**src/rtl/z16_pkg.sv**
```systemverilog
// Shared definitions for the Z16 register-file write path.
//   Z16_ADDR_W : register address width (16 registers)
//   Z16_DATA_W : register data width
//   pri_e      : write-port arbiter priority state
package z16_pkg;

  localparam int Z16_ADDR_W = 4;
  localparam int Z16_DATA_W = 16;

  typedef enum logic {
    PRI_ALU = 1'b0,
    PRI_MEM = 1'b1
  } pri_e;

endpackage

```
**src/rtl/z16_rf_scoreboard.sv**
```systemverilog
// Pending-write bitmap for read-after-write hazard detection.
// Ports:
//   clk, rst           : clock, asynchronous active-high reset
//   set_en, set_addr   : decode issued a writer of register set_addr
//   clr_en, clr_addr   : register clr_addr is being written this cycle
//   busy               : bit n = register n has an outstanding write
module z16_rf_scoreboard #(
  parameter int ADDR_W = 4
) (
  input  logic                   clk,
  input  logic                   rst,
  input  logic                   set_en,
  input  logic [ADDR_W-1:0]      set_addr,
  input  logic                   clr_en,
  input  logic [ADDR_W-1:0]      clr_addr,
  output logic [(1<<ADDR_W)-1:0] busy
);

  localparam int NREG = 1 << ADDR_W;

  logic [NREG-1:0] set_mask;
  logic [NREG-1:0] clr_mask;

  assign set_mask = set_en ? (NREG'(1) << set_addr) : '0;
  assign clr_mask = clr_en ? (NREG'(1) << clr_addr) : '0;

  // Set is applied after clear: a new issue to a register committing this
  // cycle is still outstanding.
  // NOTE: sequential state uses non-blocking assignments so every flop
  // samples pre-edge values regardless of block ordering.
  always_ff @(posedge clk or posedge rst) begin
    if (rst) begin
      busy <= '0;
    end else begin
      busy <= (busy & ~clr_mask) | set_mask;
    end
  end

endmodule

```
**src/rtl/z16_rf_write_arbiter.sv**
```systemverilog
// Arbitrates the register file's single write port between the ALU result
// path and the memory-load path. ALU has fixed priority; a starvation
// counter hands priority to the load path after STARVE_LIMIT lost cycles.
// Also tracks pending writes so decode can stall on RAW hazards.
// Ports:
//   i_clk, i_rst                   : clock, asynchronous active-high reset
//   i_alu_valid/addr/data, o_alu_ready : ALU writeback request handshake
//   i_mem_valid/addr/data, o_mem_ready : load writeback request handshake
//   i_issue_valid, i_issue_addr    : decode issued a register writer
//   o_rd_wen/addr/data             : registered register-file write port
//   o_busy                         : pending-write bitmap
module z16_rf_write_arbiter
  import z16_pkg::*;
#(
  parameter int ADDR_W       = Z16_ADDR_W,
  parameter int DATA_W       = Z16_DATA_W,
  parameter int STARVE_LIMIT = 3
) (
  input  logic                   i_clk,
  input  logic                   i_rst,
  input  logic                   i_alu_valid,
  input  logic [ADDR_W-1:0]      i_alu_addr,
  input  logic [DATA_W-1:0]      i_alu_data,
  output logic                   o_alu_ready,
  input  logic                   i_mem_valid,
  input  logic [ADDR_W-1:0]      i_mem_addr,
  input  logic [DATA_W-1:0]      i_mem_data,
  output logic                   o_mem_ready,
  input  logic                   i_issue_valid,
  input  logic [ADDR_W-1:0]      i_issue_addr,
  output logic                   o_rd_wen,
  output logic [ADDR_W-1:0]      o_rd_addr,
  output logic [DATA_W-1:0]      o_rd_data,
  output logic [(1<<ADDR_W)-1:0] o_busy
);

  localparam logic [2:0] LIMIT = 3'(STARVE_LIMIT);

  pri_e       state, state_next;
  logic [2:0] starve_cnt, starve_next;
  logic       alu_grant, mem_grant;

  // NOTE: every signal driven here gets a default first, so no path through
  // the block leaves a value unassigned and no latch is inferred.
  always_comb begin
    alu_grant   = 1'b0;
    mem_grant   = 1'b0;
    state_next  = state;
    starve_next = starve_cnt;

    // Grants are suppressed while reset is held so nothing handshakes.
    if (!i_rst) begin
      case (state)
        PRI_ALU: begin
          if (i_alu_valid)      alu_grant = 1'b1;
          else if (i_mem_valid) mem_grant = 1'b1;
        end
        PRI_MEM: begin
          if (i_mem_valid)      mem_grant = 1'b1;
          else if (i_alu_valid) alu_grant = 1'b1;
        end
        default: ;
      endcase
    end

    // Count consecutive lost cycles of a waiting load, saturating at LIMIT.
    if (i_mem_valid && !mem_grant) begin
      if (starve_cnt != LIMIT) starve_next = starve_cnt + 3'd1;
    end else begin
      starve_next = '0;
    end

    // Switch on the losing edge that brings the count to LIMIT, so the load
    // wins on its (LIMIT+1)th waiting cycle.
    if (state == PRI_ALU && i_mem_valid && !mem_grant && starve_next == LIMIT)
      state_next = PRI_MEM;
    else if (state == PRI_MEM && mem_grant)
      state_next = PRI_ALU;
  end

  assign o_alu_ready = alu_grant;
  assign o_mem_ready = mem_grant;

  always_ff @(posedge i_clk or posedge i_rst) begin
    if (i_rst) begin
      state      <= PRI_ALU;
      starve_cnt <= '0;
    end else begin
      state      <= state_next;
      starve_cnt <= starve_next;
    end
  end

  // Write-port register: address/data hold their last value when idle.
  // NOTE: the data register is reset along with the control flops because
  // the write port must read back as all-zero after reset, not X.
  always_ff @(posedge i_clk or posedge i_rst) begin
    if (i_rst) begin
      o_rd_wen  <= 1'b0;
      o_rd_addr <= '0;
      o_rd_data <= '0;
    end else begin
      o_rd_wen <= alu_grant | mem_grant;
      if (alu_grant) begin
        o_rd_addr <= i_alu_addr;
        o_rd_data <= i_alu_data;
      end else if (mem_grant) begin
        o_rd_addr <= i_mem_addr;
        o_rd_data <= i_mem_data;
      end
    end
  end

  z16_rf_scoreboard #(
    .ADDR_W (ADDR_W)
  ) u_scoreboard (
    .clk      (i_clk),
    .rst      (i_rst),
    .set_en   (i_issue_valid),
    .set_addr (i_issue_addr),
    .clr_en   (o_rd_wen),
    .clr_addr (o_rd_addr),
    .busy     (o_busy)
  );

endmodule
```
**config.mk**
```make
export PLATFORM = sky130hd
export DESIGN_NAME = z16_rf_write_arbiter
export DESIGN_NICKNAME = d
export VERILOG_FILES = /design/src/rtl/z16_pkg.sv /design/src/rtl/z16_rf_scoreboard.sv /design/src/rtl/z16_rf_write_arbiter.sv
export SDC_FILE = /design/constraint.sdc
export NUM_CORES = 1
export LEC_CHECK = 0
export ABC_AREA = 1
export CORE_MARGIN = 2
export CORE_UTILIZATION = 37
export CTS_CLUSTER_DIAMETER = 120
export DETAILED_ROUTE_END_ITERATION = 8
export GPL_TIMING_DRIVEN = 0
export MAX_ROUTING_LAYER = met4
export PLACE_DENSITY = 0.74
export SLEW_MARGIN = 20
export SYNTH_ARGS = -nofsm -noshare
export SYNTH_HDL_FRONTEND = slang
export SYNTH_SLANG_ARGS = --single-unit
```
**constraint.sdc**
```tcl
create_clock -name i_clk -period 1.6 [get_ports i_clk]
set_clock_uncertainty 0.2 [all_clocks]
set_input_delay 0.24 -clock i_clk [delete_from_list [all_inputs] [get_ports i_clk]]
set_output_delay 0.24 -clock i_clk [all_outputs]
set_load 0.01 [all_outputs]
```
Word level (Yosys, flattened, before mapping). Cells that the tools add are included.

Memories kept: 0. Memory bits (writable): 0. Bits in read-only memories: 0. Logic and storage cells: 42. Bits in latches: 0. Register bits: 41. Input bits: 49. Output and inout port bits: 39.

Div/mod/pow operators: 0. Bitwise gates (word level): 5. $lt $le $gt $ge: 0. Reductions and logical operators: 8. Muxes and demuxes: 18. Shift operators: 2. Add/subtract/negate cells: 1. Equal/unequal tests: 2. Multipliers: 0.

Operators by type and width (count): two-way mux 16 bit (4); left shift 1 x 4 -> 16 bit (first input constant) (2); bitwise AND 16 bit (1); NOT 16 bit (1); OR 16 bit (1); two-way mux 1 bit (8); two-way mux 4 bit (2); two-way mux 3 bit (2); logical AND 1 bit (5); case mux 1 bit (2 select lines) (2); nonzero test 2 bit (2); adder 3 x 1 -> 3 bit (second input constant) (1); equality test 3 x 2 -> 1 bit (second input constant) (1); inequality test 3 x 2 -> 1 bit (second input constant) (1); zero test 1 bit (1); NOT 1 bit (1); OR 1 bit (1).

Logic depth before layout (Yosys ltp). Gate-level depths: netlist of run 1.

Depth in word-level cells: 10. Mapped depth: 7. Depth with buffers taken out: 7.

Hierarchy. A second synthesis of run 1 with hierarchy kept.

Cells, all modules: 250. Area, all modules: 1938.1 um^2.

By module, submodules not included: z16_rf_write_arbiter (sequential area each 625.6 um^2, times used 1, cells an instance 145, area an instance 1171.1 um^2); z16_rf_scoreboard (sequential area each 400.4 um^2, times used 1, cells an instance 105, area an instance 767.0 um^2).

Worst setup path after synthesis of run 1. OpenSTA, ideal clock, no wires.

Path kind: input to output. From: input i_rst. To: output o_alu_ready. Slack: -0.076 ns. Path buffers: 1. Stages on the path: 4. Data arrival time: 1.236 ns. Required time: 1.160 ns. Cells stage by stage: inv_2 nand2_2 a21oi_2 buf_6.

Cells in the longest elaborated chain, start to end: 1.

RTL lines: start: declaration (line z16_rf_write_arbiter.sv:20) `input logic i_rst,`; two-way mux 1 bit (line z16_rf_write_arbiter.sv:52) `if (!i_rst) begin`; end: declaration (line z16_rf_write_arbiter.sv:24) `output logic o_alu_ready,`.

No other way between the ends.

Worst setup path after layout of run 1.
From: register state. To: output o_alu_ready.

Cells in the longest elaborated chain, start to end: 3.

RTL lines: start: declaration (line z16_rf_write_arbiter.sv:39) `pri_e state, state_next;`; start signal: assignment (line z16_rf_write_arbiter.sv:89) `state <= state_next;`; NOT 1 bit; case mux 1 bit (2 select lines) * (line z16_rf_write_arbiter.sv:53) `case (state)`; two-way mux 1 bit * (line z16_rf_write_arbiter.sv:52).

Mark *: on every way between the ends. The rest lies on a longest branch, timed or not.

==> results of run 1 <==
path summary, 6_finish.rpt:
path	start	endpoint	slack (ns)	cells past startpoint
worst max-delay path	state$_DFFE_PP0P_	o_alu_ready	-0.02	4
worst min-delay path	i_mem_valid	starve_cnt[1]$_DFF_PP0_	0.19	3
worst max register to register	state$_DFFE_PP0P_	o_rd_data[13]$_DFFE_PP0P_	0.12	8
worst min register to register	u_scoreboard.busy[7]$_DFF_PP0_	u_scoreboard.busy[7]$_DFF_PP0_	0.30	2
max in group asynchronous	i_rst	o_rd_addr[1]$_DFFE_PP0P_	0.38	3
min in group asynchronous	i_rst	u_scoreboard.busy[6]$_DFF_PP0_	0.36	3
per-layer routing:
layer	routed length, um	track usage	part of all wire
met1	2200	0.233	0.40
met2	2920	0.356	0.53
met3	394	0.0679	0.071
met4	21	0.0636	0.0038
met5	0	-	0
cell usage after synthesis, drive strengths merged:
library cell,instances,area share
o21ai,32,0.084
ha,1,0.0065
inv,16,0.031
a21oi,1,0.0046
nor2,5,0.011
nand2,58,0.12
nand3,58,0.17
nor3,1,0.0026
buf,8,0.034
dfrtp,41,0.54
power by group:
| part | switching, mW | internal, mW |
|---|---|---|
| sequential | 0.163 | 1.34 |
| clock | 0.352 | 0.509 |
| combinational | 0.671 | 0.677 |
| total | 1.19 | 2.53 |
per-stage QoR:
stage	hold slack, ns	cells	area (um2)	setup TNS (ns)
after global routing	0.198	403	3140	-0.125
after floorplan	-0.0707	221	1920	0
after global placement	0.287	378	2880	-12.95
after CTS	0.166	400	3100	-0.0233
after detailed placement	0.294	378	2880	-13.38
final	0.190	403	3140	-0.0157
cell families (layout without fill, tap and decap cells):
group | count (synthesis) | after routing
AND/OR/NAND/NOR | 122 | 122
AO/OA/AOI/OAI | 33 | 33
flip-flops | 41 | 41
buffers and inverters | 24 | 136
adder cells (fa/ha/maj) | 1 | 1
critical path, cell delays in order, from the launching register on:
cell	delay (ns)
dfrtp_1	0.41
buf_6	0.13
a21oi_4	0.13
buf_6	0.12
buf_6	0.09
final cells by class:
| type | instances | area (um2) | area share |
|---|---|---|---|
| buffer | 7 | 53.8 | 0.0171 |
| clock inverter | 1 | 30.0 | 0.00955 |
| sequential | 41 | 1030 | 0.327 |
| multi-input combinational | 156 | 791 | 0.251 |
| tap | 70 | 87.6 | 0.0279 |
| clock buffer | 7 | 86.3 | 0.0275 |
| timing repair buffer | 103 | 957 | 0.304 |
| timing repair inverter | 2 | 17.5 | 0.00557 |
| inverter | 16 | 91.3 | 0.0290 |
registers in the layout, indices dropped and copies added (netlist names):
signal,count
o_rd_addr,4
o_rd_wen,1
u_scoreboard.busy,16
starve_cnt,3
o_rd_data,16
state,1
repair_timing:
| action | CTS | global route |
|---|---|---|
| endpoints found under the hold margin | 41 | 0 |
| pin swaps | 4 | 4 |
| setup buffers | 11 | 4 |
| hold buffers | 3 | 0 |
| cloned | 2 | 0 |
| gates resized for setup | 69 | 6 |
| endpoints found under the setup margin | 61 | 3 |
==> run_summary.xml, run 1 <==
<?xml version="1.0" encoding="UTF-8"?>
<metrics>
  <group name="global_routing">
    <metric name="first_global_vias" unit="">2042</metric>
    <metric name="grt_max_degree" unit="">22</metric>
    <metric name="antenna_found_initial" unit="">0</metric>
    <metric name="total_overflow_reported_by_the_global_router" unit="">0</metric>
    <metric name="global_route_wire_length_before_repair" unit="um">9400</metric>
    <metric name="grtUsageTotal" unit="">0.208</metric>
  </group>
  <group name="power">
    <metric name="design_power_total" unit="mW">3.72</metric>
    <metric name="power.density_cell_area" unit="mW/mm2">1180</metric>
    <metric name="power_leakage" unit="nW">1.47</metric>
    <metric name="peakVddDrop" unit="V">0.000570</metric>
  </group>
  <group name="die">
    <metric name="initial_core_utilization" unit="">0.380</metric>
    <metric name="floorplan.die.width" unit="um">75.9</metric>
    <metric name="ioPinCount" unit="">88</metric>
    <metric name="placementRows" unit="">26</metric>
    <metric name="chip_height" unit="um">75.9</metric>
    <metric name="floorplan.core_area" unit="mm2">0.00504</metric>
    <metric name="die-area" unit="mm2">0.00577</metric>
  </group>
  <group name="yosys">
    <metric name="synth_cell_type_count" unit="">15</metric>
    <metric name="post_synth_fa_ha_maj_area_fraction" unit="">0.00654</metric>
    <metric name="yosys-mux-area-fraction" unit="">0</metric>
    <metric name="netlist_instances" unit="">221</metric>
    <metric name="yosys_warnings" unit="">0</metric>
    <metric name="yosys.area_share.xor_xnor" unit="">0</metric>
    <metric name="ys_seq_area_frac" unit="">0.536</metric>
    <metric name="synth_top_family_by_area" unit="">simple AND/OR/NAND/NOR gates</metric>
    <metric name="synth.cell_area" unit="mm2">0.00191</metric>
    <metric name="post_synth.cell_area_avg" unit="um2">8.66</metric>
    <metric name="yosys.area_share.simple" unit="">0.304</metric>
    <metric name="synth-compound-area-share" unit="">0.0882</metric>
    <metric name="synth-seq-cells" unit="">41</metric>
    <metric name="synthesis.nets" unit="">271</metric>
  </group>
  <group name="drt">
    <metric name="vias" unit="">1986</metric>
    <metric name="post_drt_wl_per_cell" unit="um">13.7</metric>
    <metric name="remaining_drc_errors" unit="">0</metric>
    <metric name="detail_route.first_pass.iterations" unit="">4</metric>
    <metric name="drtAntennaViolNets" unit="">0</metric>
    <metric name="detail_route.vias_per_cell" unit="">4.93</metric>
    <metric name="postRouteWirelength" unit="um">5540</metric>
    <metric name="detailedRoute.firstIterationViolations" unit="">88</metric>
  </group>
  <group name="final_layout">
    <metric name="mostFrequentLayoutCell" unit="">nand2_1</metric>
    <metric name="drive_gt1_frac" unit="">0.168</metric>
    <metric name="areaGrowthSynthToFinish" unit="%">64.2</metric>
    <metric name="insertedDiodeCount" unit="">0</metric>
    <metric name="fillCellCount" unit="">468</metric>
    <metric name="finalNetCount" unit="">382</metric>
    <metric name="final_cell_mix" unit="">nand2_1, nand3_1, clkdlybuf4s50_1</metric>
    <metric name="postLayoutCoreUtil" unit="">0.624</metric>
  </group>
  <group name="cts">
    <metric name="cts_buf_count" unit="">5</metric>
    <metric name="clock_insertion_delay_worst_skew" unit="ns">0.29</metric>
    <metric name="maximum_buffer_depth_of_the_clock_tree" unit="">2</metric>
    <metric name="cts-root-buf" unit="">clkbuf_8</metric>
    <metric name="clock_sink_count" unit="">41</metric>
    <metric name="cts_tree" unit="">yes</metric>
    <metric name="htree_depth" unit="">2</metric>
    <metric name="clk_slew_on_worst_s_h_paths" unit="ns">0.08</metric>
  </group>
  <group name="job">
    <metric name="maxCapViolCount" unit="">0</metric>
  </group>
  <group name="sta">
    <metric name="timing.final.crit_period" unit="ns">1.62</metric>
    <metric name="min_period_over_period" unit="">1.01</metric>
    <metric name="worstMarginPinSlew" unit="ns">0.503</metric>
    <metric name="hold_violations" unit="">0</metric>
    <metric name="rsz0062_at_grt" unit="">true</metric>
    <metric name="timing_max_transition_violations_final" unit="">0</metric>
    <metric name="max_transition_margin" unit="">0.663</metric>
    <metric name="post-route-worst-setup-slack" unit="ns">-0.0157</metric>
    <metric name="timing.fmax" unit="MHz">619</metric>
    <metric name="setup_viol_count_final" unit="">1</metric>
  </group>
  <group name="status">
    <metric name="status" unit="">finished with violations</metric>
    <metric name="violated_checks" unit="">negative setup slack</metric>
  </group>
  <group name="placed_design">
    <metric name="io_buffer_count" unit="">87</metric>
    <metric name="hpwl" unit="um">3810</metric>
    <metric name="place_congestion" unit="">0.880</metric>
    <metric name="worst_setup_slack_after_placement" unit="ns">-1.14</metric>
  </group>
  <group name="critical_path">
    <metric name="cp.required" unit="ns">1.16</metric>
    <metric name="worstPathArrival" unit="ns">1.18</metric>
    <metric name="worst-path-max-fanout" unit="">2</metric>
    <metric name="critical_path_startpoint_category" unit="">flip-flop</metric>
    <metric name="path_class" unit="">reg -&gt; out</metric>
    <metric name="worst_setup_path_end_kind" unit="">output pin</metric>
  </group>
  <group name="hold_path">
    <metric name="worstHoldPathType" unit="">in -&gt; reg</metric>
  </group>
</metrics>
Note: power is estimated with default switching activity, not from simulation.
==> run 2: changes to the inputs <==
- PLACE_DENSITY: 0.74 -> 0.76
==> run_summary.xml, run 2 (synthesized netlist as in run 1, its figures left out) <==
<?xml version="1.0" encoding="UTF-8"?>
<metrics>
  <group name="placed_design">
    <metric name="io_buffer_count" unit="">87</metric>
    <metric name="place_congestion" unit="">0.926</metric>
    <metric name="worst_setup_slack_after_placement" unit="ns">-1.12</metric>
    <metric name="hpwl" unit="um">3640</metric>
  </group>
  <group name="global_routing">
    <metric name="grtUsageTotal" unit="">0.195</metric>
    <metric name="antenna_found_initial" unit="">0</metric>
    <metric name="grt_max_degree" unit="">22</metric>
    <metric name="total_overflow_reported_by_the_global_router" unit="">0</metric>
    <metric name="global_route_wire_length_before_repair" unit="um">8680</metric>
    <metric name="first_global_vias" unit="">1844</metric>
  </group>
  <group name="drt">
    <metric name="detailedRoute.firstIterationViolations" unit="">106</metric>
    <metric name="vias" unit="">1946</metric>
    <metric name="detail_route.vias_per_cell" unit="">4.84</metric>
    <metric name="drtAntennaViolNets" unit="">0</metric>
    <metric name="post_drt_wl_per_cell" unit="um">13.1</metric>
    <metric name="detail_route.first_pass.iterations" unit="">4</metric>
    <metric name="remaining_drc_errors" unit="">0</metric>
    <metric name="postRouteWirelength" unit="um">5280</metric>
  </group>
  <group name="sta">
    <metric name="worstMarginPinSlew" unit="ns">0.518</metric>
    <metric name="post-route-worst-setup-slack" unit="ns">-0.0215</metric>
    <metric name="max_transition_margin" unit="">0.654</metric>
    <metric name="rsz0062_at_grt" unit="">true</metric>
    <metric name="timing_max_transition_violations_final" unit="">0</metric>
    <metric name="min_period_over_period" unit="">1.01</metric>
    <metric name="timing.final.crit_period" unit="ns">1.62</metric>
    <metric name="timing.fmax" unit="MHz">617</metric>
    <metric name="setup_viol_count_final" unit="">1</metric>
    <metric name="hold_violations" unit="">0</metric>
  </group>
  <group name="critical_path">
    <metric name="r2r_start" unit="">state$_DFFE_PP0P_</metric>
    <metric name="worst-path-max-fanout" unit="">2</metric>
    <metric name="worst_setup_path_end_kind" unit="">output pin</metric>
    <metric name="path_class" unit="">reg -&gt; out</metric>
    <metric name="cp.required" unit="ns">1.16</metric>
    <metric name="worst-r2r-setup-slack" unit="ns">0.16</metric>
    <metric name="worst_r2r_endpoint" unit="">o_rd_data[9]$_DFFE_PP0P_</metric>
    <metric name="critical_path_startpoint_category" unit="">flip-flop</metric>
    <metric name="setup.worst_path.start" unit="">state$_DFFE_PP0P_</metric>
    <metric name="rr_worst_depth" unit="">8</metric>
    <metric name="worstPathArrival" unit="ns">1.18</metric>
    <metric name="critical_path.endpoint" unit="">o_alu_ready</metric>
  </group>
  <group name="hold_path">
    <metric name="worstHoldPathType" unit="">in -&gt; reg</metric>
  </group>
  <group name="final_layout">
    <metric name="areaGrowthSynthToFinish" unit="%">63.7</metric>
    <metric name="fillCellCount" unit="">452</metric>
    <metric name="finalNetCount" unit="">381</metric>
    <metric name="drive_gt1_frac" unit="">0.160</metric>
    <metric name="postLayoutCoreUtil" unit="">0.621</metric>
    <metric name="insertedDiodeCount" unit="">0</metric>
    <metric name="final_cell_mix" unit="">nand2_1, nand3_1, clkdlybuf4s50_1</metric>
    <metric name="largestRegisters" unit="">o_rd_data (16), u_scoreboard.busy (16), o_rd_addr (4)</metric>
    <metric name="mostFrequentLayoutCell" unit="">nand2_1</metric>
  </group>
  <group name="cts">
    <metric name="clock_insertion_delay_worst_skew" unit="ns">0.29</metric>
    <metric name="clock_sink_count" unit="">41</metric>
    <metric name="cts-root-buf" unit="">clkbuf_8</metric>
    <metric name="cts_tree" unit="">yes</metric>
    <metric name="cts_buf_count" unit="">5</metric>
    <metric name="htree_depth" unit="">2</metric>
    <metric name="clk_slew_on_worst_s_h_paths" unit="ns">0.08</metric>
    <metric name="maximum_buffer_depth_of_the_clock_tree" unit="">2</metric>
  </group>
  <group name="die">
    <metric name="chip_height" unit="um">75.9</metric>
    <metric name="floorplan.die.width" unit="um">75.9</metric>
    <metric name="die-area" unit="mm2">0.00577</metric>
    <metric name="ioPinCount" unit="">88</metric>
    <metric name="floorplan.core_area" unit="mm2">0.00504</metric>
    <metric name="initial_core_utilization" unit="">0.380</metric>
    <metric name="placementRows" unit="">26</metric>
  </group>
  <group name="power">
    <metric name="power_leakage" unit="nW">1.48</metric>
    <metric name="power.density_cell_area" unit="mW/mm2">1210</metric>
    <metric name="peakVddDrop" unit="V">0.000624</metric>
  </group>
  <group name="status">
    <metric name="violated_checks" unit="">negative setup slack</metric>
    <metric name="status" unit="">finished with violations</metric>
  </group>
  <group name="job">
    <metric name="maxCapViolCount" unit="">0</metric>
  </group>
</metrics>
run 2: metrics by stage:
| stage | hold WS [ns] | power, mW | cell area (um2) | setup TNS [ns] | std cells |
|---|---|---|---|---|---|
| 2_1_floorplan | -0.0707 | 2.09 | 1920 | 0 | 221 |
| 3_3_place_gp | 0.287 | 2.91 | 2880 | -13.11 | 378 |
| 3_5_place_dp | 0.295 | 2.94 | 2880 | -13.25 | 378 |
| 4_1_cts | 0.250 | 3.78 | 3080 | -0.0187 | 396 |
| 5_1_grt | 0.283 | 4.01 | 3130 | -0.0659 | 402 |
| 6_report | 0.263 | 3.79 | 3130 | -0.0215 | 402 |
run 2: worst min-delay path by stage:
stage	start	end	slack, ns	cells past startpoint
2_1_floorplan	i_rst	o_rd_addr[0]$_DFFE_PP0P_	-0.07	1
3_3_place_gp	u_scoreboard.busy[9]$_DFF_PP0_	u_scoreboard.busy[9]$_DFF_PP0_	0.29	2
3_5_place_dp	u_scoreboard.busy[1]$_DFF_PP0_	u_scoreboard.busy[1]$_DFF_PP0_	0.30	2
4_1_cts	i_mem_valid	starve_cnt[0]$_DFF_PP0_	0.25	3
5_1_grt	i_mem_valid	starve_cnt[0]$_DFF_PP0_	0.28	3
6_report	i_mem_valid	starve_cnt[0]$_DFF_PP0_	0.26	3
run 2: repair_timing:
item	CTS	global route
pin swaps	1	2
endpoints found under the setup margin	61	2
gates resized for setup	64	4
endpoints found under the hold margin	41	0
setup buffers	6	6
gates cloned	2	0
hold buffers	3	0
run 2: area by class of cell:
type	instances	area [um2]	share of cell area
tap	70	87.6	0.0280
timing repair inverter	2	17.5	0.00559
multi-input combinational	156	776	0.248
clock buffer	5	68.8	0.0220
buffer	7	53.8	0.0172
timing repair buffer	102	943	0.301
sequential	41	1030	0.329
clock inverter	3	65.1	0.0208
inverter	16	91.3	0.0292
run 2: metal layers:
metal / GRT usage / up-vias / share of wire / wire, um
met2: 0.337 / 78 / 0.51 / 2680
met1: 0.229 / 905 / 0.42 / 2190
met4: 0.0327 / 0 / 0.0070 / 37
met3: 0.0583 / 4 / 0.069 / 364
met5: - / - / 0 / 0
li1: - / 959 / - / -
run 2: worst max-delay path, cell delays in order, from the launching register on:
cell,delay [ns]
dfrtp_1,0.41
buf_6,0.13
a21oi_4,0.13
buf_6,0.12
buf_6,0.09
run 2: where the power goes:
group          internal, mW  leakage (nW)  switching (mW)
registers              1.34         0.485           0.159
logic                 0.659         0.923           0.648
clock network         0.620        0.0681           0.362
total                  2.62          1.48            1.17
==> run 3: changes to the inputs <==
- CORE_UTILIZATION: 37 -> 41
- CTS_CLUSTER_DIAMETER: 120 -> not set
- PLACE_DENSITY: 0.76 -> 0.8
- clock period: 1.6 -> 1.8 ns (I/O delays scaled with it)
==> run_summary.xml, run 3 (synthesized netlist as in run 1, its figures left out) <==
<?xml version="1.0" encoding="UTF-8"?>
<metrics>
  <group name="status">
    <metric name="status" unit="">finished, final reports clean</metric>
  </group>
  <group name="power">
    <metric name="peakVddDrop" unit="V">0.000510</metric>
    <metric name="power_leakage" unit="nW">1.37</metric>
    <metric name="power.share.clock" unit="">0.223</metric>
    <metric name="p_int" unit="mW">2.38</metric>
    <metric name="power.density_cell_area" unit="mW/mm2">1110</metric>
    <metric name="design_power_total" unit="mW">3.40</metric>
    <metric name="combinationalPowerShare" unit="">0.377</metric>
    <metric name="net-switching-power" unit="mW">1.02</metric>
    <metric name="switching_share" unit="">0.299</metric>
    <metric name="pwr-share-seq" unit="">0.400</metric>
  </group>
  <group name="cts">
    <metric name="htree_depth" unit="">2</metric>
    <metric name="clock_sink_count" unit="">41</metric>
    <metric name="clock_insertion_delay_worst_skew" unit="ns">0.29</metric>
    <metric name="clk_slew_on_worst_s_h_paths" unit="ns">0.08</metric>
    <metric name="cts_buf_count" unit="">5</metric>
    <metric name="cts_tree" unit="">yes</metric>
    <metric name="maximum_buffer_depth_of_the_clock_tree" unit="">2</metric>
    <metric name="cts-root-buf" unit="">clkbuf_8</metric>
  </group>
  <group name="die">
    <metric name="floorplan.core_area" unit="mm2">0.00441</metric>
    <metric name="chip_height" unit="um">72.3</metric>
    <metric name="die-area" unit="mm2">0.00523</metric>
    <metric name="ioPinCount" unit="">88</metric>
    <metric name="initial_core_utilization" unit="">0.434</metric>
    <metric name="floorplan.die.width" unit="um">72.3</metric>
    <metric name="placementRows" unit="">24</metric>
  </group>
  <group name="critical_path">
    <metric name="worst_r2r_endpoint" unit="">o_rd_addr[0]$_DFFE_PP0P_</metric>
    <metric name="critical_path_startpoint_category" unit="">flip-flop</metric>
    <metric name="r2r_start" unit="">state$_DFFE_PP0P_</metric>
    <metric name="worst-r2r-setup-slack" unit="ns">0.42</metric>
    <metric name="path_class" unit="">reg -&gt; out</metric>
    <metric name="path_cells" unit="">clkdlybuf4s50_1</metric>
    <metric name="worst_setup_path_end_kind" unit="">output pin</metric>
    <metric name="timing.critical_path.buf_inv" unit="">1</metric>
    <metric name="critical-path-top-delay-family" unit="">buffers and inverters</metric>
    <metric name="timing.critical_path.slowest_cell_delay" unit="ns">0.56</metric>
    <metric name="worstPathArrival" unit="ns">1.29</metric>
    <metric name="critPathSlowestCell" unit="">clkdlybuf4s50_1</metric>
    <metric name="cp.required" unit="ns">1.33</metric>
    <metric name="worst-path-max-fanout" unit="">7</metric>
    <metric name="rr_worst_depth" unit="">6</metric>
  </group>
  <group name="sta">
    <metric name="rsz0062_at_grt" unit="">false</metric>
    <metric name="hold_violations" unit="">0</metric>
    <metric name="post-route-worst-setup-slack" unit="ns">0.0439</metric>
    <metric name="worstMarginPinSlew" unit="ns">0.976</metric>
    <metric name="timing.final.crit_period" unit="ns">1.76</metric>
    <metric name="final_layout_worst_hold_slack" unit="ns">0.281</metric>
    <metric name="timing_max_transition_violations_final" unit="">0</metric>
    <metric name="timing.fmax" unit="MHz">569</metric>
    <metric name="min_period_over_period" unit="">0.976</metric>
    <metric name="post_route_setup_tns" unit="ns">0</metric>
    <metric name="setup_viol_count_final" unit="">0</metric>
    <metric name="max_transition_margin" unit="">0.347</metric>
  </group>
  <group name="drt">
    <metric name="detail_route.first_pass.iterations" unit="">4</metric>
    <metric name="post_drt_wl_per_cell" unit="um">13.5</metric>
    <metric name="postRouteWirelength" unit="um">5120</metric>
    <metric name="remaining_drc_errors" unit="">0</metric>
    <metric name="detail_route.vias_per_cell" unit="">5.12</metric>
    <metric name="drtAntennaViolNets" unit="">0</metric>
    <metric name="detailedRoute.firstIterationViolations" unit="">221</metric>
    <metric name="vias" unit="">1937</metric>
  </group>
  <group name="hold_path">
    <metric name="worstHoldPathType" unit="">in -&gt; reg</metric>
    <metric name="min_path_cells" unit="">3</metric>
    <metric name="hold_end" unit="">starve_cnt[0]$_DFF_PP0_</metric>
    <metric name="timing.hold.worst.start" unit="">i_mem_valid</metric>
  </group>
  <group name="final_layout">
    <metric name="insertedDiodeCount" unit="">0</metric>
    <metric name="areaGrowthSynthToFinish" unit="%">60.3</metric>
    <metric name="finalNetCount" unit="">375</metric>
    <metric name="largestRegisters" unit="">o_rd_data (16), u_scoreboard.busy (16), o_rd_addr (4)</metric>
    <metric name="drive_gt1_frac" unit="">0.135</metric>
    <metric name="final_cell_mix" unit="">clkdlybuf4s50_1, nand2_1, nand3_1</metric>
    <metric name="mostFrequentLayoutCell" unit="">clkdlybuf4s50_1</metric>
  </group>
  <group name="global_routing">
    <metric name="first_global_vias" unit="">1878</metric>
    <metric name="global_route_wire_length_before_repair" unit="um">8550</metric>
    <metric name="total_overflow_reported_by_the_global_router" unit="">0</metric>
    <metric name="grtUsageTotal" unit="">0.220</metric>
    <metric name="grt_max_degree" unit="">22</metric>
    <metric name="antenna_found_initial" unit="">0</metric>
  </group>
  <group name="placed_design">
    <metric name="place_congestion" unit="">0.820</metric>
    <metric name="worst_setup_slack_after_placement" unit="ns">-1.23</metric>
    <metric name="hpwl" unit="um">3650</metric>
    <metric name="io_buffer_count" unit="">87</metric>
  </group>
  <group name="job">
    <metric name="maxCapViolCount" unit="">0</metric>
  </group>
</metrics>
==> run 3: cell types whose count changed in the layout (fill, tap and decap cells not counted), sizes merged <==
cell / previous run / this run
clkbuf: 5 / 8
clkdlybuf4s50: 45 / 82
buf: 22 / 15
bufinv: 3 / 2
inv: 16 / 17
dlygate4sd2: 39 / 2
clkinv: 2 / 0
==> run 3: cell type report <==
class / instances / area [um2]
Clock buffer: 7 / 86.3
Timing Repair inverter: 2 / 17.5
Timing Repair Buffer: 96 / 928
Tap cell: 52 / 65.1
Fill cell: 369 / 1350
Sequential cell: 41 / 1030
Multi-Input combinational cell: 156 / 771
Clock inverter: 1 / 30.0
Buffer: 7 / 53.8
Inverter: 16 / 86.3
==> run 3: power by group through the flow <==
stage	clock network, mW	logic [mW]	registers, mW
finish	0.757	1.28	1.36
CTS	0.771	1.28	1.36
global placement	0	1.21	1.37
floorplan	0	0.380	1.48
global route	0.829	1.41	1.39
detailed placement	0	1.24	1.38
==> run 3: metal layers <==
layer	GRT usage	share of wire
met1	0.285	0.41
met2	0.338	0.48
met3	0.0597	0.087
met4	0.0629	0.019
met5	-	0
==> run 3: worst max path at each step <==
stage / startpoint / endpoint / slack (ns) / depth (start not counted)
6_report: o_rd_addr[1]$_DFFE_PP0P_ / o_rd_addr[1] / 0.04 / 1
5_1_grt: i_rst / o_rd_data[11]$_DFFE_PP0P_ / 0.005 / 3
2_1_floorplan: i_rst / o_alu_ready / 0.06 / 4
3_3_place_gp: i_rst / o_alu_ready / -1.23 / 6
3_5_place_dp: i_rst / o_alu_ready / -1.23 / 6
4_1_cts: state$_DFFE_PP0P_ / o_alu_ready / -0.02 / 4
==> run 3: repair_timing <==
| item | CTS | global route |
|---|---|---|
| hold endpoints to repair | 41 | 0 |
| cloned | 2 | 0 |
| buffers inserted | 2 | 4 |
| setup endpoints to repair | 27 | 3 |
| gates resized for setup | 21 | 2 |
| hold buffers | 3 | 0 |
| pin swaps | 0 | 1 |
==> run 3: through the flow <==
step / cell area, um2 / utilization / std cells
6_report: 3070 / 0.695 / 378
5_1_grt: 3070 / 0.695 / 378
4_1_cts: 3060 / 0.693 / 375
3_5_place_dp: 2850 / 0.646 / 360
3_3_place_gp: 2850 / 0.646 / 360
2_1_floorplan: 1910 / - / 221
